--- src/rtl/axis_rx_mmio_bridge_pkg.sv ---
// Shared types for the MMIO Rx bridge: request header view, read-tag sideband record, FSM states.
// The sideband record is the same layout the Tx-side tag tracker stores per outstanding read.
package axis_rx_mmio_bridge_pkg;

    localparam int AXIS_DATA_W = 512;
    localparam int MMIO_MAX_DW = 2;

    localparam logic [7:0] FMT_MRD3 = 8'h00;
    localparam logic [7:0] FMT_MRD4 = 8'h20;
    localparam logic [7:0] FMT_MWR3 = 8'h40;
    localparam logic [7:0] FMT_MWR4 = 8'h60;

    typedef enum logic [1:0] {
        ST_IDLE  = 2'd0,
        ST_CMD   = 2'd1,
        ST_DRAIN = 2'd2
    } fsm_e;

    typedef struct packed {
        logic [9:0]  tag;
        logic [13:0] length;
        logic [15:0] req_id;
        logic [23:0] low_addr;
    } rd_sideband_t;

    typedef struct packed {
        logic [7:0]  fmt_type;
        logic [9:0]  length_dw;
        logic [9:0]  tag;
        logic [15:0] req_id;
        logic [63:0] addr;
    } req_hdr_t;

    // A single-DW access lands in the lane selected by addr[2]; the data is mirrored so either lane is valid.
    function automatic logic [7:0] mmio_be(input logic addr2, input logic two_dw);
        return two_dw ? 8'hFF : (addr2 ? 8'hF0 : 8'h0F);
    endfunction

    function automatic logic [63:0] mmio_wdata(input logic [63:0] pl, input logic two_dw);
        return two_dw ? pl : {pl[31:0], pl[31:0]};
    endfunction

endpackage

--- src/rtl/axis_rx_mmio_bridge_if.sv ---
// AXI-S TLP stream: header in tdata[255:0], payload in tdata[511:256], single valid/ready handshake.
interface axis_rx_mmio_bridge_if;
    logic         tvalid;
    logic         tready;
    logic         tlast;
    logic [511:0] tdata;

    modport master (output tvalid, tlast, tdata, input tready);
    modport slave  (input tvalid, tlast, tdata, output tready);
endinterface

--- src/rtl/axis_rx_mmio_bridge_pipe.sv ---
// Input register slice on the Rx stream: 1 cycle latency, full throughput when downstream is ready.
// Backpressure: upstream ready drops while the slice is full and unconsumed, while hold_i is set, and during reset.
module axis_rx_mmio_bridge_pipe (
    input  logic                 clk,
    input  logic                 rst_n,
    input  logic                 hold_i,
    axis_rx_mmio_bridge_if.slave  in_if,
    axis_rx_mmio_bridge_if.master out_if
);

    logic         vld_q;
    logic         last_q;
    logic         init_q;
    logic [511:0] dat_q;

    assign in_if.tready  = init_q & ~hold_i & (~vld_q | out_if.tready);
    assign out_if.tvalid = vld_q;
    assign out_if.tlast  = last_q;
    assign out_if.tdata  = dat_q;

    always_ff @(posedge clk) begin
        if (!rst_n) begin
            vld_q  <= 1'b0;
            last_q <= 1'b0;
            init_q <= 1'b0;
            dat_q  <= '0;
        end else begin
            init_q <= 1'b1;
            if (in_if.tvalid && in_if.tready) begin
                vld_q  <= 1'b1;
                last_q <= in_if.tlast;
                dat_q  <= in_if.tdata;
            end else if (out_if.tready) begin
                vld_q  <= 1'b0;
            end
        end
    end

endmodule

--- src/rtl/axis_rx_mmio_bridge.sv ---
// Turns single-beat MRd/MWr TLPs into one AVMM command each; command appears 1 cycle after header decode.
// Backpressure: stream stalls while a command waits on waitrequest, and while a head MRd is blocked by count/almfull.
module axis_rx_mmio_bridge
    import axis_rx_mmio_bridge_pkg::*;
#(
    parameter int AVMM_ADDR_WIDTH = 20,
    parameter int AVMM_DATA_WIDTH = 64,
    parameter int MAX_RD_OUTSTAND = 64
) (
    input  logic                         clk,
    input  logic                         rst_n,
    axis_rx_mmio_bridge_if.slave         axis_rx_if,
    output logic                         rx_error,
    input  logic                         tx_almfull,
    output logic [AVMM_ADDR_WIDTH-1:0]   avmm_m2s_address,
    output logic                         avmm_m2s_read,
    output logic                         avmm_m2s_write,
    output logic [AVMM_DATA_WIDTH-1:0]   avmm_m2s_writedata,
    output logic [AVMM_DATA_WIDTH/8-1:0] avmm_m2s_byteenable,
    input  logic                         avmm_s2m_waitrequest,
    input  logic                         avmm_s2m_readdatavalid,
    output logic                         tlp_rd_strb,
    output logic [9:0]                   tlp_rd_tag,
    output logic [13:0]                  tlp_rd_length,
    output logic [15:0]                  tlp_rd_req_id,
    output logic [23:0]                  tlp_rd_low_addr
);

    localparam logic [7:0] MAX_CNT = 8'(MAX_RD_OUTSTAND);

    axis_rx_mmio_bridge_if rx_q_if ();

    fsm_e                         state_q;
    logic                         rd_q, wr_q, err_q;
    logic [AVMM_ADDR_WIDTH-1:0]   addr_q;
    logic [AVMM_DATA_WIDTH-1:0]   wdata_q;
    logic [AVMM_DATA_WIDTH/8-1:0] be_q;
    rd_sideband_t                 sb_q;
    logic [7:0]                   rd_cnt_q, rd_cnt_d;
    logic                         rd_inc, rd_dec;

    logic [255:0] hdr_dat;
    logic [63:0]  pl_dat;
    req_hdr_t     hdr;
    logic         is_mrd, is_mwr, two_dw, len_ok, align_ok, rd_block, supported, beat_acc;
    logic         in_hold;
    logic         unused_dat;

    assign in_hold = (state_q == ST_CMD);

    axis_rx_mmio_bridge_pipe u_pipe (
        .clk    (clk),
        .rst_n  (rst_n),
        .hold_i (in_hold),
        .in_if  (axis_rx_if),
        .out_if (rx_q_if)
    );

    assign hdr_dat = rx_q_if.tdata[255:0];
    assign pl_dat  = rx_q_if.tdata[319:256];

    // Tag bits 9/8 sit in the DW0 T9/T8 positions; fmt_type[5] selects the 4DW (64-bit address) layout.
    always_comb begin
        hdr           = '0;
        hdr.fmt_type  = hdr_dat[31:24];
        hdr.length_dw = hdr_dat[9:0];
        hdr.tag       = {hdr_dat[23], hdr_dat[19], hdr_dat[47:40]};
        hdr.req_id    = hdr_dat[63:48];
        hdr.addr      = hdr_dat[29] ? {hdr_dat[95:64], hdr_dat[127:98], 2'b00}
                                    : {32'h0, hdr_dat[95:66], 2'b00};
    end

    assign unused_dat = ^{hdr_dat[255:128], hdr_dat[97:96], hdr_dat[39:32], hdr_dat[22:20],
                          hdr_dat[18:10], rx_q_if.tdata[511:320], hdr.addr[63:24]};

    assign is_mrd    = (hdr.fmt_type == FMT_MRD3) || (hdr.fmt_type == FMT_MRD4);
    assign is_mwr    = (hdr.fmt_type == FMT_MWR3) || (hdr.fmt_type == FMT_MWR4);
    assign two_dw    = (hdr.length_dw == 10'(MMIO_MAX_DW));
    assign len_ok    = (hdr.length_dw == 10'd1) || two_dw;
    assign align_ok  = !(two_dw && hdr.addr[2]);
    assign rd_block  = (rd_cnt_q >= MAX_CNT) || tx_almfull;
    assign supported = (is_mwr || (is_mrd && !rd_block)) && len_ok && align_ok && rx_q_if.tlast;

    assign rx_q_if.tready = ((state_q == ST_IDLE) && !(is_mrd && rd_block)) || (state_q == ST_DRAIN);
    assign beat_acc       = rx_q_if.tvalid && rx_q_if.tready;

    assign rd_inc = rd_q && !avmm_s2m_waitrequest;
    assign rd_dec = avmm_s2m_readdatavalid && (rd_cnt_q != 8'd0);

    always_comb begin
        rd_cnt_d = rd_cnt_q;
        if (rd_inc && !rd_dec && (rd_cnt_q < MAX_CNT)) begin
            rd_cnt_d = rd_cnt_q + 8'd1;
        end else if (!rd_inc && rd_dec) begin
            rd_cnt_d = rd_cnt_q - 8'd1;
        end
    end

    always_ff @(posedge clk) begin
        if (!rst_n) begin
            state_q  <= ST_IDLE;
            rd_q     <= 1'b0;
            wr_q     <= 1'b0;
            err_q    <= 1'b0;
            addr_q   <= '0;
            wdata_q  <= '0;
            be_q     <= '0;
            sb_q     <= '0;
            rd_cnt_q <= '0;
        end else begin
            err_q    <= 1'b0;
            rd_cnt_q <= rd_cnt_d;
            case (state_q)
                ST_IDLE: begin
                    if (beat_acc) begin
                        if (supported) begin
                            state_q <= ST_CMD;
                            rd_q    <= is_mrd;
                            wr_q    <= is_mwr;
                            addr_q  <= {hdr.addr[AVMM_ADDR_WIDTH-1:3], 3'b000};
                            be_q    <= mmio_be(hdr.addr[2], two_dw);
                            wdata_q <= mmio_wdata(pl_dat, two_dw);
                            if (is_mrd) begin
                                sb_q <= '{tag: hdr.tag, length: (two_dw ? 14'd8 : 14'd4),
                                          req_id: hdr.req_id, low_addr: hdr.addr[23:0]};
                            end
                        end else begin
                            err_q <= 1'b1;
                            if (!rx_q_if.tlast) begin
                                state_q <= ST_DRAIN;
                            end
                        end
                    end
                end
                ST_CMD: begin
                    if (!avmm_s2m_waitrequest) begin
                        rd_q    <= 1'b0;
                        wr_q    <= 1'b0;
                        state_q <= ST_IDLE;
                    end
                end
                ST_DRAIN: begin
                    if (beat_acc && rx_q_if.tlast) begin
                        state_q <= ST_IDLE;
                    end
                end
                default: state_q <= ST_IDLE;
            endcase
        end
    end

    assign rx_error            = err_q;
    assign avmm_m2s_read       = rd_q;
    assign avmm_m2s_write      = wr_q;
    assign avmm_m2s_address    = addr_q;
    assign avmm_m2s_writedata  = wdata_q;
    assign avmm_m2s_byteenable = be_q;
    assign tlp_rd_strb         = rd_inc;
    assign tlp_rd_tag          = sb_q.tag;
    assign tlp_rd_length       = sb_q.length;
    assign tlp_rd_req_id       = sb_q.req_id;
    assign tlp_rd_low_addr     = sb_q.low_addr;

    // A read return with nothing outstanding means the slave and this bridge disagree about in-flight reads.
    a_no_dec_at_zero: assert property (@(posedge clk) disable iff (!rst_n)
        !(avmm_s2m_readdatavalid && (rd_cnt_q == 8'd0)));

endmodule
--- src/flat_wrapper.sv ---
// flat-port wrapper written by rule: the top's interface ports become plain ports
module axis_rx_mmio_bridge_flat import axis_rx_mmio_bridge_pkg::*;
#(
    parameter int AVMM_ADDR_WIDTH = 20,
    parameter int AVMM_DATA_WIDTH = 64,
    parameter int MAX_RD_OUTSTAND = 64
)
  (clk, rst_n, rx_error, tx_almfull, avmm_m2s_address, avmm_m2s_read, avmm_m2s_write, avmm_m2s_writedata, avmm_m2s_byteenable, avmm_s2m_waitrequest, avmm_s2m_readdatavalid, tlp_rd_strb, tlp_rd_tag, tlp_rd_length, tlp_rd_req_id, tlp_rd_low_addr, axis_rx_if_tvalid, axis_rx_if_tlast, axis_rx_if_tdata, axis_rx_if_tready);
  axis_rx_mmio_bridge_if axis_rx_if_i ();
  input  logic clk;
  input  logic rst_n;
  output logic rx_error;
  input  logic tx_almfull;
  output logic [AVMM_ADDR_WIDTH-1:0] avmm_m2s_address;
  output logic avmm_m2s_read;
  output logic avmm_m2s_write;
  output logic [AVMM_DATA_WIDTH-1:0] avmm_m2s_writedata;
  output logic [AVMM_DATA_WIDTH/8-1:0] avmm_m2s_byteenable;
  input  logic avmm_s2m_waitrequest;
  input  logic avmm_s2m_readdatavalid;
  output logic tlp_rd_strb;
  output logic [9:0] tlp_rd_tag;
  output logic [13:0] tlp_rd_length;
  output logic [15:0] tlp_rd_req_id;
  output logic [23:0] tlp_rd_low_addr;
  input wire logic [$bits(axis_rx_if_i.tvalid)-1:0] axis_rx_if_tvalid;
  input wire logic [$bits(axis_rx_if_i.tlast)-1:0] axis_rx_if_tlast;
  input wire logic [$bits(axis_rx_if_i.tdata)-1:0] axis_rx_if_tdata;
  output wire logic [$bits(axis_rx_if_i.tready)-1:0] axis_rx_if_tready;
  assign axis_rx_if_i.tvalid = axis_rx_if_tvalid;
  assign axis_rx_if_i.tlast = axis_rx_if_tlast;
  assign axis_rx_if_i.tdata = axis_rx_if_tdata;
  assign axis_rx_if_tready = axis_rx_if_i.tready;
  axis_rx_mmio_bridge #(.AVMM_ADDR_WIDTH(AVMM_ADDR_WIDTH), .AVMM_DATA_WIDTH(AVMM_DATA_WIDTH), .MAX_RD_OUTSTAND(MAX_RD_OUTSTAND)) u_core (.clk(clk), .rst_n(rst_n), .axis_rx_if(axis_rx_if_i), .rx_error(rx_error), .tx_almfull(tx_almfull), .avmm_m2s_address(avmm_m2s_address), .avmm_m2s_read(avmm_m2s_read), .avmm_m2s_write(avmm_m2s_write), .avmm_m2s_writedata(avmm_m2s_writedata), .avmm_m2s_byteenable(avmm_m2s_byteenable), .avmm_s2m_waitrequest(avmm_s2m_waitrequest), .avmm_s2m_readdatavalid(avmm_s2m_readdatavalid), .tlp_rd_strb(tlp_rd_strb), .tlp_rd_tag(tlp_rd_tag), .tlp_rd_length(tlp_rd_length), .tlp_rd_req_id(tlp_rd_req_id), .tlp_rd_low_addr(tlp_rd_low_addr));
endmodule
--- config.mk ---
export PLATFORM = sky130hd
export DESIGN_NAME = axis_rx_mmio_bridge_flat
export DESIGN_NICKNAME = d
export VERILOG_FILES = /design/src/rtl/axis_rx_mmio_bridge_pkg.sv /design/src/rtl/axis_rx_mmio_bridge_if.sv /design/src/rtl/axis_rx_mmio_bridge_pipe.sv /design/src/rtl/axis_rx_mmio_bridge.sv /design/src/flat_wrapper.sv
export SDC_FILE = /design/constraint.sdc
export NUM_CORES = 1
export LEC_CHECK = 0
export CORE_AREA = 3 3 264 266
export CTS_CLUSTER_DIAMETER = 150
export DETAILED_ROUTE_END_ITERATION = 7
export DIE_AREA = 0 0 267 269
export PLACE_DENSITY = 0.54
export SLEW_MARGIN = 20
export SYNTH_ARGS = -nofsm -noshare
export SYNTH_HDL_FRONTEND = slang
export SYNTH_SLANG_ARGS = --single-unit
--- constraint.sdc ---
create_clock -name clk -period 4.1 [get_ports clk]
set_input_delay 0.82 -clock clk [delete_from_list [all_inputs] [get_ports clk]]
set_output_delay 0.82 -clock clk [all_outputs]
set_load 0.01 [all_outputs]
==> run summary, run 1 <==
number of synthesized register bits = 301
number of resized instances in the post-cts repair step = 0
simple-gate area share of the yosys netlist = 0.1554
clock network latency to the later pin of the worst-skew pair = 0.53 ns
Post-route DRC = 0
footprint of the multi-input gates = 5209 um^2
total via count after detailed routing = 9494
largest net degree at the start of global routing = 141
initial antenna violation count = 6
async set-reset flop share out of synthesis = 0
via count of the first global-routing pass = 9552
arrival time reported for the critical path endpoint = 2.63 ns
commonest cells after routing, fill and taps aside = clkdlybuf4s50_1, dfxtp_1, nor2_1
synthesis-to-layout area growth = 41.55%
CP Class = in -> out
filler instances = 7193
number of hold-slack violations in the final timing report = 0
share of the synthesized area in compound gates (AO/OA/AOI/OAI) = 0.08663
number of vias per cell after detailed routing = 3.956
H-tree depth reported by CTS = 2
worst path buffer plus inverter count = 2
setup TNS = 0 ns
Floorplan Core Area = 67280 um^2
largest fanout on the critical path = 5
die outline area = 71820 um^2
portion of the clock cycle consumed by the worst path in the final layout = 0.8418
unrepaired setup endpoints after global routing = no
post-synth cell types = 52
register area = 6027 um^2
Worst Path Required = 3.28 ns
Starting Density = 0.1760
hold crit path type = reg -> reg
Main synth FF type = dfxtp_1
Worst Setup End Kind = primary output
final number of setup-violating endpoints = 0
total number of yosys warnings = 0
post-layout util = 0.2492
first-pass GRT wire length = 57520 um
net count of the finished layout = 2024
first drt pass iteration count = 4
global router's overall resource usage = 0.1038
Fin Clk Skew = 0.02147 ns
count of flip-flops with a built-in enable after synthesis = 0
max-capacitance violation count = 0
measured slew at the worst slew-check pin = 0.9199 ns
largest stage delay on the critical path = 0.61 ns
Vert. Die Dim = 269 um
total power divided by cell area = 423.7 nW/um^2
cell at the slowest stage of the critical path = clkdlybuf4s50_1
global route total overflow = 0
mux contribution to synthesized area = 0.1808
DRT antenna net count = 0
TritonCTS clock tree = yes
Post-CTS Hold Buffers = 0
post-CTS clock slew at the launch and capture registers of the worst setup and hold paths = 0.05 ns
total I/O pin count = 680
cell occurring most often along the worst timing path = clkdlybuf4s50_1
floorplan die width = 267 um
Max Slew Vio Count = 0
buffers inserted during post-CTS setup optimization = 0
main combinational cell family by area after synthesis = multiplexers
kind of cell adding the most delay to the critical path = buffers and inverters
RD Place Congestion = 0.7575
status = complete, no violations
final HPWL from detailed placement = 27440 um
total wire length = 38660 um
ratio of cells with drive above 1 in the final layout = 0.06562
average cell area after synthesis = 9.581 um^2
number of buffers created by CTS = 36
share of synthesized area occupied by flip-flops and latches = 0.5088
clk sinks = 301
share of synthesized cell area in full adder, half adder and majority cells = 0.008030
Worst slew margin = 0.3692
number of I/O port buffers = 302
routed length per placed instance = 16.11 um
synthesized cell area = 11840 um^2
cell at the root of the clock tree = clkbuf_16
maximum count of clock buffers along a single path = 3
row cnt = 95
drt initial violations = 455
most frequent standard cell in the layout excluding fill and tap cells = clkdlybuf4s50_1
Synth Instances = 1236
leakage = 6.064 nW
Achievable Freq = 289.7 MHz
XOR/XNOR share of the synthesized area = 0.002219
worst path cell trace = clkdlybuf4s50_1 > nor3_1 > nand4bb_2 > o31a_1 > clkdlybuf4s50_1
maximum ir drop on the vdd rail = 0.0002515 V
post-layout minimum cycle time = 3.452 ns
CP startpoint kind = primary input
-- metal layers --
| layer | track usage | wire length (um) |
|---|---|---|
| met1 | 0.1306 | 17370 |
| met3 | 0.04626 | 3883 |
| met4 | 0.03408 | 972 |
| met5 | 0 | 23 |
| met2 | 0.1583 | 16410 |
-- cell usage after synthesis (3+ instances only) --
master    count  area share
o21ai_0      27       0.011
nand3_1      40       0.017
a21o_1        3      0.0019
a211oi_1     53       0.034
nor2_1      222       0.070
mux2i_1     206        0.17
inv_1         5      0.0016
ha_1          6      0.0063
buf_6         9      0.0086
dfxtp_1     301        0.51
clkbuf_1     47       0.015
nand2_1     103       0.033
nor2b_1       3      0.0016
buf_2        25       0.011
nor3_1       21      0.0089
nand2b_1      3      0.0016
mux2_2        7      0.0067
o21ai_1      12      0.0051
a21oi_1      55       0.023
buf_4        34       0.022
or4_1         3      0.0019
and3_1       16      0.0085
-- layout make-up --
class                      count  share of cell area
clock buffer                  51             0.06135
inverter                       6            0.001791
tap                          873             0.06516
sequential                   301              0.3595
clock inverter                13            0.005150
timing repair buffer         324              0.1958
multi-input combinational    829              0.3107
antenna                        3           0.0004478
-- sequential cells by signal, summed over array words and instances (netlist names) --
name and flops:
u_core.u_pipe.out_if.tdata 152, u_core.avmm_m2s_writedata 64, u_core.tlp_rd_low_addr 22, u_core.avmm_m2s_address 17, u_core.tlp_rd_req_id 16, u_core.tlp_rd_tag 10, u_core.rd_cnt_q 8, u_core.avmm_m2s_byteenable 2
u_core.state_q 2, u_core.tlp_rd_length 2, u_core.avmm_m2s_read 1, u_core.avmm_m2s_write 1, u_core.rx_error 1, u_core.u_pipe.init_q 1, u_core.u_pipe.out_if.tlast 1, u_core.u_pipe.out_if.tvalid 1
-- where the power goes --
| group | total [mW] | leakage (nW) | internal [mW] | switching (mW) |
|---|---|---|---|---|
| combinational | 0.921 | 3.08 | 0.461 | 0.460 |
| clock | 3.04 | 0.540 | 1.76 | 1.28 |
| sequential | 3.14 | 2.45 | 3.04 | 0.0961 |
| total | 7.10 | 6.06 | 5.26 | 1.84 |
-- worst reg2reg max path, stage by stage (launching register included) --
cell	delay, ns
dfxtp_1	0.36
or4_1	0.57
o31ai_1	0.29
nand2_1	0.22
buf_4	0.21
ha_1	0.25
or2_2	0.32
nor2b_1	0.13
a2111oi_0	0.64
a21o_1	0.21
a21oi_1	0.06
-- stage by stage --
stage	hold WS, ns	power [mW]	cells	setup WS (ns)	cell area, um^2
detailed placement	0.4426	4.130	2333	0.2071	15640
finish	0.4525	7.102	2400	0.6484	16760
global route	0.4681	7.443	2397	0.4317	16760
CTS	0.4509	7.242	2397	0.6157	16760
floorplan	0.4357	3.810	1252	0.9537	11900
global placement	0.4430	4.099	2333	0.3538	15640
-- worst paths after layout --
kind                                 from                            to  slack (ns)  cells after the start
max                            tx_almfull             axis_rx_if_tready        0.65                      5
min          u_core.avmm_m2s_writedata[1]  u_core.avmm_m2s_writedata[1]        0.45                      2
max reg2reg            u_core.rd_cnt_q[0]            u_core.rd_cnt_q[7]        0.70                     10
min reg2reg  u_core.avmm_m2s_writedata[1]  u_core.avmm_m2s_writedata[1]        0.45                      2
-- kinds of logic (layout without fill, tap and decap cells) --
logic type               Yosys count  count (layout)
other                              1              20
XOR/XNOR                           3               3
AO/OA/AOI/OAI                    166             166
adder cells (fa/ha/maj)            7               7
multiplexers                     213             213
AND/OR/NAND/NOR                  423             423
buffers and inverters            122             394
flip-flops                       301             301
(Power assumes the default switching activity.)
==> inputs of run 2 (changes only) <==
Clock period 4.1 ns to 3.35 ns, I/O delays scaled along.
==> run 2 against run 1 <==
  * Power grew 28%
  * Cell area up 2.2%
  * Largest cell class unchanged
  * Non-clock buffer count is 27 higher
  * Critical endpoint is now u_core.rd_cnt_q[6]
==> run summary, run 2 (synthesis results as in run 1) <==
non-filler instance count after layout = 2426 (was 2400)
leakage = 6.258 nW (was 6.064 nW)
ratio of cells with drive above 1 in the final layout = 0.08511 (was 0.06562)
Finished Cell Area = 17130 um^2 (was 16760 um^2)
first-pass GRT wire length = 58090 um (was 57520 um)
post-layout minimum cycle time = 3.216 ns
CP Class = reg -> reg (was in -> out)
die outline area = 71820 um^2 (unchanged)
Vert. Die Dim = 269 um (unchanged)
H-tree depth reported by CTS = 2 (unchanged)
largest fanout on the critical path = 4 (was 5)
met3 track demand over resource = 0.04234 (was 0.04626)
first drt pass iteration count = 5 (was 4)
register area = 6027 um^2 (unchanged)
grt peak-use layer = met2 (unchanged)
Post-CTS Hold Buffers = 0 (unchanged)
Worst Path Required = 3.82 ns (was 3.28 ns)
number of vias per cell after detailed routing = 3.976 (was 3.956)
Worst slew margin = 0.4231 (was 0.3692)
global router's overall resource usage = 0.1047 (was 0.1038)
max-capacitance violation count = 0 (unchanged)
maximum count of clock buffers along a single path = 3 (unchanged)
worst path buffer plus inverter count = 0 (was 2)
met1 routing resource usage after global routing = 0.1381 (was 0.1306)
hold crit path type = reg -> reg (unchanged)
final number of setup-violating endpoints = 0 (unchanged)
status = complete, no violations (unchanged)
placed cell count = 2360 (was 2333)
most frequent standard cell in the layout excluding fill and tap cells = clkdlybuf4s50_1 (unchanged)
DRT antenna net count = 0 (unchanged)
global route total overflow = 0 (unchanged)
dpl cell area = 15910 um^2 (was 15640 um^2)
CP startpoint kind = register (was primary input)
via count of the first global-routing pass = 9613 (was 9552)
clock network latency to the later pin of the worst-skew pair = 0.54 ns (was 0.53 ns)
total via count after detailed routing = 9646 (was 9494)
footprint of the multi-input gates = 5219 um^2 (was 5209 um^2)
commonest cells after routing, fill and taps aside = clkdlybuf4s50_1, dfxtp_1, nor2_1 (unchanged)
largest net degree at the start of global routing = 94 (was 141)
post-route worst hold slack = 0.4486 ns (was 0.4525 ns)
portion of the clock cycle consumed by the worst path in the final layout = 0.9601
number of hold-slack violations in the final timing report = 0 (unchanged)
synthesis-to-layout area growth = 44.65% (was 41.55%)
final HPWL from detailed placement = 28110 um (was 27440 um)
Max Slew Vio Count = 0 (unchanged)
post-CTS clock slew at the launch and capture registers of the worst setup and hold paths = 0.06 ns (was 0.05 ns)
largest stage delay on the critical path = 0.62 ns (was 0.61 ns)
clk sinks = 301 (unchanged)
total I/O pin count = 680 (unchanged)
initial antenna violation count = 8 (was 6)
floorplan die width = 267 um (unchanged)
routed length per placed instance = 16.15 um (was 16.11 um)
number of I/O port buffers = 302 (unchanged)
Worst Setup End Kind = register (was primary output)
setup TNS = 0 ns (unchanged)
Largest register FFs = 152 (unchanged)
row cnt = 95 (unchanged)
arrival time reported for the critical path endpoint = 3.68 ns (was 2.63 ns)
filler instances = 7164 (was 7193)
total power divided by cell area = 532.7 nW/um^2 (was 423.7 nW/um^2)
cell at the slowest stage of the critical path = or4b_2 (was clkdlybuf4s50_1)
kind of cell adding the most delay to the critical path = simple AND/OR/NAND/NOR gates (was buffers and inverters)
Achievable Freq = 310.9 MHz
drt initial violations = 495 (was 455)
Global Route met2 Usage = 0.1566 (was 0.1583)
post-layout total power = 9.126 mW (was 7.102 mW)
TritonCTS clock tree = yes (unchanged)
RD Place Congestion = 0.7734 (was 0.7575)
Floorplan Core Area = 67280 um^2 (unchanged)
total wire length = 39180 um (was 38660 um)
number of buffers created by CTS = 36 (unchanged)
cell at the root of the clock tree = clkbuf_16 (unchanged)
Starting Density = 0.1760 (unchanged)
maximum ir drop on the vdd rail = 0.0003185 V (was 0.0002515 V)
Post-route DRC = 0 (unchanged)
net count of the finished layout = 2051 (was 2024)
worst path cell trace = or4_1 > o31ai_2 > nand2_1 > fa_1 > a211oi_1 > nor2_1 > or4b_2 > a41o_1 > a21oi_1 (was clkdlybuf4s50_1 > nor3_1 > nand4bb_2 > o31a_1 > clkdlybuf4s50_1)
Fin Clk Skew = 0.01845 ns (was 0.02147 ns)
measured slew at the worst slew-check pin = 0.8653 ns (was 0.9199 ns)
==> run 2: changes by cell type in the layout (fill, tap and decap cells not counted), moves of 2 or more <==
cell / delta
inv_6: -2
clkbuf_1: -3
inv_8: +2
buf_12: +5
buf_4: +22
bufinv_16: +2
clkbuf_8: +5
clkinv_2: -4
==> run 2: final timing paths <==
path,startpoint,to,slack [ns],depth (start not counted)
max,u_core.rd_cnt_q[1],u_core.rd_cnt_q[6],0.13,9
min,u_core.avmm_m2s_address[19],u_core.avmm_m2s_address[19],0.45,2
max reg2reg,u_core.rd_cnt_q[1],u_core.rd_cnt_q[6],0.13,9
min reg2reg,u_core.avmm_m2s_address[19],u_core.avmm_m2s_address[19],0.45,2
==> run 2: repair_timing <==
action | in CTS | in global routing
setup endpoints to repair | 0 | 2
buffers inserted | 0 | 0
gates resized for setup | 0 | 2
==> run 2: where the power goes <==
| part | switching [mW] | total, mW | leakage, nW | internal [mW] |
|---|---|---|---|---|
| sequential | 0.115 | 3.84 | 2.45 | 3.73 |
| combinational | 0.613 | 1.31 | 3.23 | 0.698 |
| clock | 1.60 | 3.97 | 0.583 | 2.38 |
| total | 2.33 | 9.13 | 6.26 | 6.80 |
==> run 2: metal layers <==
metal | routed length [um] | up-vias
li1 | - | 4804
met1 | 18310 | 4466
met2 | 16440 | 302
met3 | 3513 | 66
met4 | 872 | 8
met5 | 41 | -
==> run 2: stage by stage <==
| stage | setup slack (ns) | utilization |
|---|---|---|
| 6_report | 0.1335 | 0.2546 |
| 5_1_grt | -0.04070 | 0.2545 |
| 2_1_floorplan | 0.2519 | - |
| 3_5_place_dp | -0.2466 | 0.2364 |
| 4_1_cts | 0.08417 | 0.2544 |
| 3_3_place_gp | -0.2718 | 0.2364 |
==> run 2: layout make-up <==
class	count	share of cell area
Sequential cell	301	0.3518
Multi-Input combinational cell	829	0.3047
Timing Repair Buffer	351	0.2071
Tap cell	873	0.06376
Clock buffer	52	0.06194
Clock inverter	12	0.008619
Inverter	6	0.001753
Antenna cell	2	0.0002922
==> run 2: worst min-delay path, stage by stage (launching register included) <==
cell     delay (ns)
dfxtp_1        0.31
nand2_1        0.05
o21ai_1        0.05
==> inputs of run 3 (changes only) <==
Settings changed: GPL_ROUTABILITY_DRIVEN set to 0, SLEW_MARGIN 20 to 10.
==> results of run 3 <==
The final DEF is identical to that of run 2; final timing and power are the same.
